### src/rtl/hazard_pkg.sv
`default_nettype none
// ============================================================================
//  Module      : hazard_pkg
//  Description : Shared opcode constants, NOP encoding, state type and
//                register-usage decode helpers for the hazard controller.
//  Revision    : 1.0 - initial release
// ============================================================================
package hazard_pkg;

    // RV32I major opcodes, inst[6:2]
    localparam logic [4:0] OP_LOAD   = 5'b00000;
    localparam logic [4:0] OP_STORE  = 5'b01000;
    localparam logic [4:0] OP_BRANCH = 5'b11000;
    localparam logic [4:0] OP_OP     = 5'b01100;
    localparam logic [4:0] OP_LUI    = 5'b01101;
    localparam logic [4:0] OP_AUIPC  = 5'b00101;
    localparam logic [4:0] OP_JAL    = 5'b11011;

    // addi x0, x0, 0
    localparam logic [31:0] NOP_INST = 32'h00000013;

    typedef enum logic [0:0] {
        HZ_RUN    = 1'b0,
        HZ_FREEZE = 1'b1
    } hz_state_e;

    // Every format except U-type and JAL carries a real rs1 field
    function automatic logic rs1_used(input logic [4:0] op);
        return !((op == OP_LUI) || (op == OP_AUIPC) || (op == OP_JAL));
    endfunction

    // Only R-type, stores and branches read rs2
    function automatic logic rs2_used(input logic [4:0] op);
        return (op == OP_OP) || (op == OP_STORE) || (op == OP_BRANCH);
    endfunction

endpackage
`default_nettype wire

### src/rtl/hazard_perf_counter.sv
`default_nettype none
// ============================================================================
//  Module      : hazard_perf_counter
//  Description : Free-running event counter with enable; wraps modulo
//                2^WIDTH. Used for stall/flush statistics.
//  Revision    : 1.0 - initial release
// ============================================================================
module hazard_perf_counter #(
    parameter int WIDTH = 32
) (
    input  logic             clk_i,
    input  logic             rst_ni,
    input  logic             en_i,
    output logic [WIDTH-1:0] cnt_o
);

    logic [WIDTH-1:0] cnt_d;
    logic [WIDTH-1:0] cnt_q;

    // Next count: increment on each enabled cycle, natural wrap
    always_comb begin
        cnt_d = cnt_q;
        if (en_i) begin
            cnt_d = cnt_q + 1'b1;
        end
    end

    // Counter register
    always_ff @(posedge clk_i or negedge rst_ni) begin
        if (!rst_ni) begin
            cnt_q <= '0;
        end else begin
            cnt_q <= cnt_d;
        end
    end

    assign cnt_o = cnt_q;

endmodule
`default_nettype wire

### src/rtl/hazard_controller.sv
`default_nettype none
// ============================================================================
//  Module      : hazard_controller
//  Description : Stall/flush controller for the 5-stage RV32 pipeline.
//                Handles load-use stalls, branch/jump flushes and LSU
//                freezes with a hung-LSU watchdog. Optional performance
//                counters are built when HAZARD_PERF_CNT_EN is defined.
//  Revision    : 1.0 - initial release
// ============================================================================
module hazard_controller
    import hazard_pkg::*;
#(
    parameter int DATA_WIDTH   = 32,
    parameter int FREEZE_LIMIT = 255,
    parameter int CNT_WIDTH    = 32
) (
    input  logic                  clk_i,
    input  logic                  rst_ni,
    input  logic [DATA_WIDTH-1:0] id_inst_i,
    input  logic [DATA_WIDTH-1:0] ex_inst_i,
    input  logic [DATA_WIDTH-1:0] mem_inst_i,
    input  logic                  br_taken_i,
    input  logic                  mem_ready_i,
    output logic                  pc_en_o,
    output logic                  if_id_en_o,
    output logic                  id_ex_en_o,
    output logic                  ex_mem_en_o,
    output logic                  mem_wb_en_o,
    output logic                  if_id_flush_o,
    output logic                  id_ex_flush_o,
    output logic                  mem_timeout_o
`ifdef HAZARD_PERF_CNT_EN
    ,
    output logic [CNT_WIDTH-1:0]  stall_cnt_o,
    output logic [CNT_WIDTH-1:0]  flush_cnt_o
`endif
);

    localparam int             FC_W   = $clog2(FREEZE_LIMIT + 1);
    localparam logic [FC_W-1:0] FC_MAX = FC_W'(FREEZE_LIMIT);

    hz_state_e       state_d, state_q;
    logic [FC_W-1:0] fcnt_d, fcnt_q;
    logic            tmo_d, tmo_q;

    logic [4:0] w_id_op, w_ex_op, w_mem_op;
    logic [4:0] w_id_rs1, w_id_rs2, w_ex_rd;
    logic       w_mem_busy, w_load_use, w_hold;
    logic       w_unused_bits;

    assign w_id_op  = id_inst_i[6:2];
    assign w_ex_op  = ex_inst_i[6:2];
    assign w_mem_op = mem_inst_i[6:2];
    assign w_id_rs1 = id_inst_i[19:15];
    assign w_id_rs2 = id_inst_i[24:20];
    assign w_ex_rd  = ex_inst_i[11:7];

    // Fields of the instruction words that the hazard logic never inspects
    assign w_unused_bits = ^{id_inst_i, ex_inst_i, mem_inst_i};

    assign w_mem_busy = ((w_mem_op == OP_LOAD) || (w_mem_op == OP_STORE)) && !mem_ready_i;

    assign w_load_use = (w_ex_op == OP_LOAD) && (w_ex_rd != 5'd0) &&
                        ((rs1_used(w_id_op) && (w_ex_rd == w_id_rs1)) ||
                         (rs2_used(w_id_op) && (w_ex_rd == w_id_rs2)));

    // Whole pipeline held: first busy cycle in RUN, or FREEZE still waiting.
    // In the release cycle of FREEZE the busy term is deliberately ignored.
    assign w_hold = (state_q == HZ_RUN) ? w_mem_busy : !mem_ready_i;

    // Mealy output decision; reset forces every register to flush-and-hold
    always_comb begin
        pc_en_o       = 1'b1;
        if_id_en_o    = 1'b1;
        id_ex_en_o    = 1'b1;
        ex_mem_en_o   = 1'b1;
        mem_wb_en_o   = 1'b1;
        if_id_flush_o = 1'b0;
        id_ex_flush_o = 1'b0;
        if (!rst_ni) begin
            {pc_en_o, if_id_en_o, id_ex_en_o, ex_mem_en_o, mem_wb_en_o} = 5'b00000;
            if_id_flush_o = 1'b1;
            id_ex_flush_o = 1'b1;
        end else if (w_hold) begin
            {pc_en_o, if_id_en_o, id_ex_en_o, ex_mem_en_o, mem_wb_en_o} = 5'b00000;
        end else if (br_taken_i) begin
            // The load-use victim sits in ID and is killed by this flush
            if_id_flush_o = 1'b1;
            id_ex_flush_o = 1'b1;
        end else if (w_load_use) begin
            pc_en_o       = 1'b0;
            if_id_en_o    = 1'b0;
            id_ex_flush_o = 1'b1;
        end
    end

    // Next state, freeze watchdog counter and sticky timeout
    always_comb begin
        state_d = state_q;
        fcnt_d  = fcnt_q;
        tmo_d   = tmo_q;
        case (state_q)
            HZ_RUN: begin
                if (w_mem_busy) begin
                    state_d = HZ_FREEZE;
                    fcnt_d  = '0;
                end
            end
            HZ_FREEZE: begin
                if (!mem_ready_i) begin
                    if (fcnt_q != FC_MAX) begin
                        fcnt_d = fcnt_q + 1'b1;
                    end
                    if (fcnt_d == FC_MAX) begin
                        tmo_d = 1'b1;
                    end
                end else begin
                    state_d = HZ_RUN;
                end
            end
            default: state_d = HZ_RUN;
        endcase
    end

    // State registers
    always_ff @(posedge clk_i or negedge rst_ni) begin
        if (!rst_ni) begin
            state_q <= HZ_RUN;
            fcnt_q  <= '0;
            tmo_q   <= 1'b0;
        end else begin
            state_q <= state_d;
            fcnt_q  <= fcnt_d;
            tmo_q   <= tmo_d;
        end
    end

    assign mem_timeout_o = tmo_q;

`ifdef HAZARD_PERF_CNT_EN
    hazard_perf_counter #(
        .WIDTH (CNT_WIDTH)
    ) u_stall_cnt (
        .clk_i  (clk_i),
        .rst_ni (rst_ni),
        .en_i   (!pc_en_o),
        .cnt_o  (stall_cnt_o)
    );

    hazard_perf_counter #(
        .WIDTH (CNT_WIDTH)
    ) u_flush_cnt (
        .clk_i  (clk_i),
        .rst_ni (rst_ni),
        .en_i   (if_id_flush_o && rst_ni),
        .cnt_o  (flush_cnt_o)
    );
`endif

endmodule
`default_nettype wire

### config.mk
export PLATFORM = sky130hd
export DESIGN_NAME = hazard_controller
export DESIGN_NICKNAME = d
export VERILOG_FILES = /design/src/rtl/hazard_pkg.sv /design/src/rtl/hazard_perf_counter.sv /design/src/rtl/hazard_controller.sv
export SDC_FILE = /design/constraint.sdc
export NUM_CORES = 1
export LEC_CHECK = 0
export BUFFER_PORTS_ARGS = -buffer_cell sky130_fd_sc_hd__buf_2
export CAP_MARGIN = 5
export CORE_MARGIN = 8
export CORE_UTILIZATION = 36
export CTS_BUF_LIST = sky130_fd_sc_hd__clkbuf_4 sky130_fd_sc_hd__clkbuf_8 sky130_fd_sc_hd__clkbuf_16
export DETAILED_ROUTE_END_ITERATION = 6
export PLACE_DENSITY_LB_ADDON = 0.08
export SKIP_CTS_REPAIR_TIMING = 1
export SKIP_LAST_GASP = 1
export SYNTH_ARGS = -nofsm -noshare
export SYNTH_HDL_FRONTEND = slang
export SYNTH_SLANG_ARGS = --single-unit
### constraint.sdc
create_clock -name clk_i -period 3.26 [get_ports clk_i]
set_input_delay 0.326 -clock clk_i [delete_from_list [all_inputs] [get_ports clk_i]]
set_output_delay 0.326 -clock clk_i [all_outputs]
set_load 0.02 [all_outputs]
==> results.json, run 1 <==
{
  "status": "complete, no violations",
  "grt_pass1_wl_mm": 4.33,
  "p_comb_share_pct": 25.5,
  "critPathArrivalTime_ps": 1680,
  "slew_violations": 0,
  "clockPowerShare_pct": 33.1,
  "io_buffers": 40,
  "place.gp.congestion": 0.863,
  "htree_num_levels": 1,
  "hp-class": "in -> async",
  "insertion_delay_ps": 270,
  "synth_top_area_share_pct": 26.6,
  "fmax_ghz": 0.499,
  "synthCells": 109,
  "clock-root-buffer": "clkbuf_4",
  "routedWlPerCell_um": 14.7,
  "routed_wl_mm": 2.59,
  "p_sw_share_pct": 30.1,
  "p_per_area_nw_per_um2": 304,
  "fin_crit_ps": 2000,
  "p_seq_share_pct": 41.4,
  "grt_max_degree": 14,
  "cellLeakagePower_nw": 0.514,
  "die_w_um": 67.1,
  "hpwl_mm": 2.00,
  "yosys.area.top_type": "dfrtp_1",
  "fp.dieH_um": 67.1,
  "end_kind": "primary output",
  "cp_max_fo": 13,
  "vias": 981,
  "setup_tns_ps": 0,
  "viasPerCell": 5.57,
  "die_area_um2": 4500,
  "stdcell_area_um2": 1140,
  "slowest_stage": "dlygate4sd3_1",
  "antenna_found_initial": 0,
  "rsz0062_at_grt": "no",
  "worst_pin_slew_ps": 344,
  "p_sw_w": 0.000105,
  "finalCritPeriodShare_pct": 61.5,
  "reg2reg_setup_slack_ps": 1400,
  "syn_to_final_growth_pct": 21.8,
  "path_class": "in -> out",
  "grt_overflow_total": 0,
  "synthMostInstantiatedCell": "nand2_1",
  "finClkSkew_ps": 7.92,
  "vdd_drop_max_v": 0.000200,
  "first_iter_violations": 51,
  "start_util_pct": 37.9,
  "finalSetupViolations": 0,
  "seq_area_frac_synth_pct": 26.6,
  "coreArea_um2": 2480,
  "final_nets": 248,
  "critPathLaunchType": "input pin",
  "p_int_w": 0.000243,
  "placed_area_um2": 1100,
  "async_reset_ff_share_pct": 100,
  "cts_buffer_depth": 2,
  "dominantRegCellSynth": "dfrtp_1",
  "antennaDiodeCount": 0,
  "fin_util_pct": 46.2,
  "std_cell_rows": 18,
  "synth_area_um2": 940,
  "crit_top_cell": "buf_2",
  "syn_area_per_cell_um2": 8.62,
  "clock_sinks": 10,
  "first_pass_iters": 4,
  "drtAntennaViolNets": 0,
  "grt_pass1_vias": 990,
  "yosysWarningCount": 0,
  "cts_tree": "yes",
  "max_cap_viol_count": 0,
  "cts_inserted_buffers": 3,
  "drive_gt1_share_pct": 39.0,
  "slew_headroom_pct": 77.1,
  "ios": 108,
  "max_stage_delay_ps": 520,
  "grt_usage_pct": 12.1,
  "hold_slack_ps": 456,
  "finalHoldViolations": 0,
  "cp.required_ps": 2930,
  "synth.distinct_cells": 44,
  "drc": 0,
  "synth_commonest_cells": "nand2_1 (11), a21oi_1 (10), dfrtp_1 (10)",
  "cp_cell_sequence": "dlygate4sd3_1 > buf_2 > and2_1 > o31a_1 > buf_2",
  "ys_seq_elements": 10,
  "clk_pin_slew_ps": 80,
  "syn-num-nets": 210,
  "synth_edf_count": 0,
  "yosys-top-cells-area": "dfrtp_1 (27%), buf_6 (6.0%), a21oi_1 (5.3%), xnor2_1 (4.7%), xor2_1 (4.7%)"
}
[worst max-delay path: cells and delay by family]
family | cells | cell delay [ps]
AO/OA/AOI/OAI | 1 | 160
buffers and inverters | 3 | 970
AND/OR/NAND/NOR | 1 | 230
[power groups by stage]
stage / clock (W) / combinational, W / sequential (W)
after floorplan: 0 / 0.0000534 / 0.000143
after global placement: 0 / 0.0000866 / 0.000146
after detailed placement: 0 / 0.0000885 / 0.000147
after CTS: 0.000119 / 0.0000890 / 0.000144
after global routing: 0.000126 / 0.0000989 / 0.000146
final: 0.000115 / 0.0000887 / 0.000144
[metal layers]
| layer | routed length, µm | up-vias | global-route usage [%] |
|---|---|---|---|
| met5 | 0 | - | 0 |
| met4 | 16 | 0 | 3.92 |
| met3 | 190 | 2 | 4.19 |
| met2 | 1190 | 52 | 17.8 |
| met1 | 1190 | 447 | 16.1 |
| li1 | - | 480 | - |
[metrics by stage]
step | std cells | setup slack, ps | total power [W]
2_1_floorplan | 109 | 1330 | 0.000197
6_report | 176 | 1260 | 0.000348
3_3_place_gp | 171 | 1370 | 0.000233
3_5_place_dp | 171 | 1330 | 0.000235
5_1_grt | 176 | 1140 | 0.000372
4_1_cts | 175 | 1330 | 0.000352
[layout make-up]
cell class	count	area [µm²]
timing repair buffer	42	218
tap	30	37.5
sequential	10	250
clock buffer	4	36.3
inverter	3	12.5
fill	268	1330
multi-input combinational	87	591
[worst paths after layout]
path                                                 from                   endpoint  cells after the start
min in group clk_i                            mem_ready_i      fcnt_q[5]$_DFFE_PN0P_                      4
worst max-delay path                               rst_ni                    pc_en_o                      5
worst max register to register      fcnt_q[0]$_DFFE_PN0P_  mem_timeout_o$_DFFE_PN0P_                      6
worst min register to register  mem_timeout_o$_DFFE_PN0P_  mem_timeout_o$_DFFE_PN0P_                      2
worst min-delay path                               rst_ni          state_q$_DFF_PN0_                      2
max in group asynchronous                          rst_ni  mem_timeout_o$_DFFE_PN0P_                      2
[cells by family after synthesis]
| group | count (synthesis) | synth area share [%] |
|---|---|---|
| simple gates | 44 | 28.9 |
| compound gates | 32 | 23.3 |
| buf+inv | 12 | 10.5 |
| xor+xnor | 10 | 9.32 |
| flops | 10 | 26.6 |
| fa+ha+maj | 1 | 1.33 |
[cells in the final DEF, fill, tap and decap left out, types with 2 or more instances in the layout]
master and count:
xor2_1 5, xnor2_1 5, nand2_1 11, nor4_1 2, nand3_1 4, clkbuf_4 3, inv_1 2, nor2_1 7
dfrtp_1 10, buf_2 40, and2_1 3, o21ai_0 5, and3_2 2, a31oi_1 3, a21oi_1 10, or4_1 2
a31o_2 2
[sequential cells by signal, summed over array words and instances, names as in the netlist]
name           cells
state_q            1
fcnt_q             8
mem_timeout_o      1
(Power assumes the default switching activity.)
==> inputs of run 2 (changes only) <==
CORE_UTILIZATION = 30   (was 36)
clock period = 1.64 ns   (was 3.26 ns; I/O delays follow)
==> results.json, run 2 (synthesized netlist as in run 1, its figures left out) <==
{
  "cts_inserted_buffers": 3,
  "worst_pin_slew_ps": 319,
  "critPathLaunchType": "input pin",
  "status": "complete, no violations",
  "start_util_pct": 31.0,
  "end_kind": "primary output",
  "final_cells": 200,
  "grt_pass1_wl_mm": 4.22,
  "ios": 108,
  "setup_tns_ps": 0,
  "first_pass_iters": 4,
  "path_class": "in -> out",
  "nFillCells": 316,
  "finClkSkew_ps": 7.85,
  "place.gp.congestion": 0.842,
  "crit_buf_inv": 2,
  "vdd_drop_max_v": 0.000283,
  "clock_sinks": 10,
  "io_buffers": 40,
  "whs_endpoint": "state_q$_DFF_PN0_",
  "hp-start": "mem_ready_i",
  "routed_wl_mm": 2.79,
  "p_per_area_nw_per_um2": 579,
  "max_stage_delay_ps": 500,
  "r2r-end": "mem_timeout_o$_DFFE_PN0P_",
  "top_register": "fcnt_q",
  "drive_gt1_share_pct": 47.4,
  "final_nets": 258,
  "hp-class": "in -> reg",
  "grt_usage_pct": 10.0,
  "final_cell_mix": "buf_2 (39), nand2_1 (11), buf_4 (11)",
  "reg2reg_setup_slack_ps": 90,
  "fin_crit_ps": 1590,
  "finalCritPeriodShare_pct": 97.1,
  "antenna_found_initial": 0,
  "finalHoldViolations": 0,
  "htree_num_levels": 1,
  "cp_max_fo": 2,
  "die_area_um2": 5180,
  "drtAntennaViolNets": 0,
  "grt_max_degree": 10,
  "finalSetupViolations": 0,
  "routedWlPerCell_um": 14.0,
  "vias": 1046,
  "antennaDiodeCount": 0,
  "dp_cells": 195,
  "final_common_cell": "buf_2",
  "fin_util_pct": 42.6,
  "die_w_um": 72.0,
  "max_cap_viol_count": 0,
  "critPathArrivalTime_ps": 1430,
  "crit_cells": 6,
  "slew_headroom_pct": 78.7,
  "viasPerCell": 5.23,
  "coreArea_um2": 3030,
  "grt_overflow_total": 0,
  "std_cell_rows": 20,
  "fmax_ghz": 0.628,
  "cp_cell_sequence": "buf_2 > or4_1 > nor2_1 > o21ai_2 > o311ai_4 > buf_6",
  "fp.dieH_um": 72.0,
  "slowest_stage": "or4_1",
  "reg2reg_from": "fcnt_q[0]$_DFFE_PN0P_",
  "hpwl_mm": 2.30,
  "cellLeakagePower_nw": 0.575,
  "cp.required_ps": 1480,
  "grt_pass1_vias": 981,
  "clock-root-buffer": "clkbuf_4",
  "first_iter_violations": 39,
  "clk_pin_slew_ps": 70,
  "insertion_delay_ps": 280,
  "crit_family": "simple AND/OR/NAND/NOR gates",
  "cts_buffer_depth": 2,
  "drc": 0,
  "largest_reg_flops": 8,
  "slew_violations": 0,
  "syn_to_final_growth_pct": 37.2,
  "rsz0062_at_grt": "yes",
  "reg2reg_depth": 6,
  "holdPathStages": 3,
  "cts_tree": "yes"
}
[run 2: cell type report]
type	instances	area, µm²	share of cell area (%)
multi-input cells	87	634	49.2
inverters	3	13.8	1.07
repair buffers	52	299	23.2
well taps	44	55.1	4.27
flip-flops and latches	10	250	19.4
clock buffers	4	36.3	2.82
[run 2: report_power, final]
part / switching (W) / internal, W / total, W
clock network: 0.000101 / 0.000135 / 0.000236
registers: 0.0000117 / 0.000263 / 0.000275
logic: 0.000119 / 0.000117 / 0.000236
total: 0.000232 / 0.000515 / 0.000747
[run 2: worst max path at each step]
stage / startpoint / end / slack, ps
after floorplan: ex_inst_i[3] / id_ex_flush_o / 40
after global placement: fcnt_q[0]$_DFFE_PN0P_ / mem_timeout_o$_DFFE_PN0P_ / 20
after detailed placement: fcnt_q[0]$_DFFE_PN0P_ / mem_timeout_o$_DFFE_PN0P_ / 10
after CTS: state_q$_DFF_PN0_ / id_ex_flush_o / -100
after global routing: id_inst_i[4] / pc_en_o / -30
final: ex_inst_i[3] / id_ex_flush_o / 50
[run 2: worst reg2reg max path: cells and delay by family, from the launching register on]
| family | cells | cell delay [ps] |
|---|---|---|
| flip-flops | 1 | 370 |
| AO/OA/AOI/OAI | 1 | 310 |
| adder cells (fa/ha/maj) | 1 | 230 |
| AND/OR/NAND/NOR | 4 | 550 |
[run 2: metal layers]
layer	part of all wire, %	vias to the layer above	routed length (µm)	GRT usage, %
met3	8.5	4	236	3.03
met2	44	65	1220	15.1
met1	47	481	1310	13.7
met4	0.90	0	25	2.04
met5	0	-	0	0
li1	-	496	-	-
[run 2: through the flow]
step           setup WS, ps  area, µm²  power, W  hold slack [ps]
5_1_grt               -33.9       1290  0.000788              256
2_1_floorplan          35.7        940  0.000391             -132
4_1_cts                -104       1230  0.000726             -284
6_report               48.3       1290  0.000747              236
3_3_place_gp           17.5       1190  0.000492             9.18
3_5_place_dp           15.0       1190  0.000493             8.18
==> inputs of run 3 (changes only) <==
CORE_ASPECT_RATIO = 0.7   (was not set)
==> results.json, run 3 (synthesized netlist as in run 1, its figures left out) <==
{
  "slew_violations": 0,
  "finalHoldViolations": 0,
  "insertion_delay_ps": 230,
  "drive_gt1_share_pct": 48.7,
  "status": "complete, no violations",
  "cts_inserted_buffers": 3,
  "grt_max_degree": 10,
  "top_register": "fcnt_q",
  "grt_usage_pct": 10.7,
  "fin_util_pct": 43.5,
  "reg2reg_depth": 6,
  "drc": 0,
  "place_ws_ps": -79.7,
  "nFillCells": 323,
  "end_kind": "primary output",
  "cts_tree": "yes",
  "vias": 1009,
  "fin_crit_ps": 1630,
  "fp.dieH_um": 62.8,
  "grt_pass1_vias": 1034,
  "fmax_ghz": 0.613,
  "grt_pass1_wl_mm": 4.82,
  "start_util_pct": 30.7,
  "coreArea_um2": 3060,
  "hold_slack_ps": 294,
  "rsz0062_at_grt": "yes",
  "drtAntennaViolNets": 0,
  "max_cap_viol_count": 0,
  "stdcell_area_um2": 1330,
  "path_class": "reg -> out",
  "grt_overflow_total": 0,
  "die_area_um2": 5210,
  "r2r-end": "mem_timeout_o$_DFFE_PN0P_",
  "setup_ws_ps": 7.93,
  "startpoint": "state_q$_DFF_PN0_",
  "first_pass_iters": 4,
  "routedWlPerCell_um": 14.6,
  "io_buffers": 40,
  "finClkSkew_ps": 2.29,
  "cp_max_fo": 5,
  "cts_buffer_depth": 2,
  "vdd_drop_max_v": 0.000187,
  "place.gp.congestion": 0.820,
  "largest_reg_flops": 8,
  "hp-class": "in -> async",
  "worst_pin_slew_ps": 385,
  "placed_area_um2": 1210,
  "antennaDiodeCount": 0,
  "viasPerCell": 5.15,
  "die_w_um": 82.9,
  "slew_headroom_pct": 74.3,
  "p_per_area_nw_per_um2": 587,
  "syn_to_final_growth_pct": 41.7,
  "routed_wl_mm": 2.86,
  "antenna_found_initial": 0,
  "first_iter_violations": 86,
  "ios": 108,
  "critPathArrivalTime_ps": 1470,
  "reg2reg_setup_slack_ps": 100,
  "htree_num_levels": 1,
  "final_nets": 261,
  "clk_pin_slew_ps": 50,
  "clock_sinks": 10,
  "power_w": 0.000781,
  "final_cell_mix": "buf_2 (36), buf_4 (14), nand2_1 (11)",
  "clock-root-buffer": "clkbuf_8",
  "hpwl_mm": 2.36,
  "critPathLaunchType": "flip-flop",
  "cellLeakagePower_nw": 0.602,
  "finalSetupViolations": 0,
  "final_common_cell": "buf_2",
  "std_cell_rows": 17,
  "finalCritPeriodShare_pct": 99.5,
  "cp.required_ps": 1480,
  "reg2reg_from": "fcnt_q[0]$_DFFE_PN0P_"
}
-- run 3: layout make-up --
cell class                 count  area [µm²]  share of cell area, %
inverter                       3        12.5                  0.940
tap                           38        47.5                   3.57
timing repair buffer          55         340                   25.6
clock buffer                   3        41.3                   3.10
multi-input combinational     87         639                   48.0
sequential                    10         250                   18.8
-- run 3: critical path, cell delays in order (launching register included) --
cell and delay [ps]:
dfrtp_1 380, nor2_1 110, or2_4 150, clkinv_2 80
o311ai_1 290, buf_2 220
-- run 3: per-stage QoR --
stage / setup TNS, ps / std cells
after global routing: -99.3 / 196
final: 0 / 196
after floorplan: 0 / 109
after global placement: -230 / 192
after CTS: -237 / 195
after detailed placement: -192 / 192
-- run 3: power by group --
group	switching, W	internal (W)
clock	0.0000952	0.000161
combinational	0.000124	0.000127
sequential	0.0000109	0.000264
-- run 3: worst max-delay path by stage --
stage	end	slack (ps)	cells after the start
3_3_place_gp	id_ex_flush_o	-80	7
5_1_grt	id_ex_flush_o	-90	5
6_report	id_ex_flush_o	8	5
4_1_cts	id_ex_flush_o	-100	7
2_1_floorplan	id_ex_flush_o	40	4
3_5_place_dp	id_ex_flush_o	-80	7
-- run 3: metal layers --
metal | routed length [µm] | share of wire [%] | GRT usage (%) | vias to the layer above
li1 | - | - | - | 503
met1 | 1400 | 49 | 15.0 | 474
met2 | 1300 | 45 | 16.0 | 32
met3 | 159 | 5.6 | 3.78 | 0
met4 | 0 | 0 | 0 | 0
met5 | 0 | 0 | 0 | -
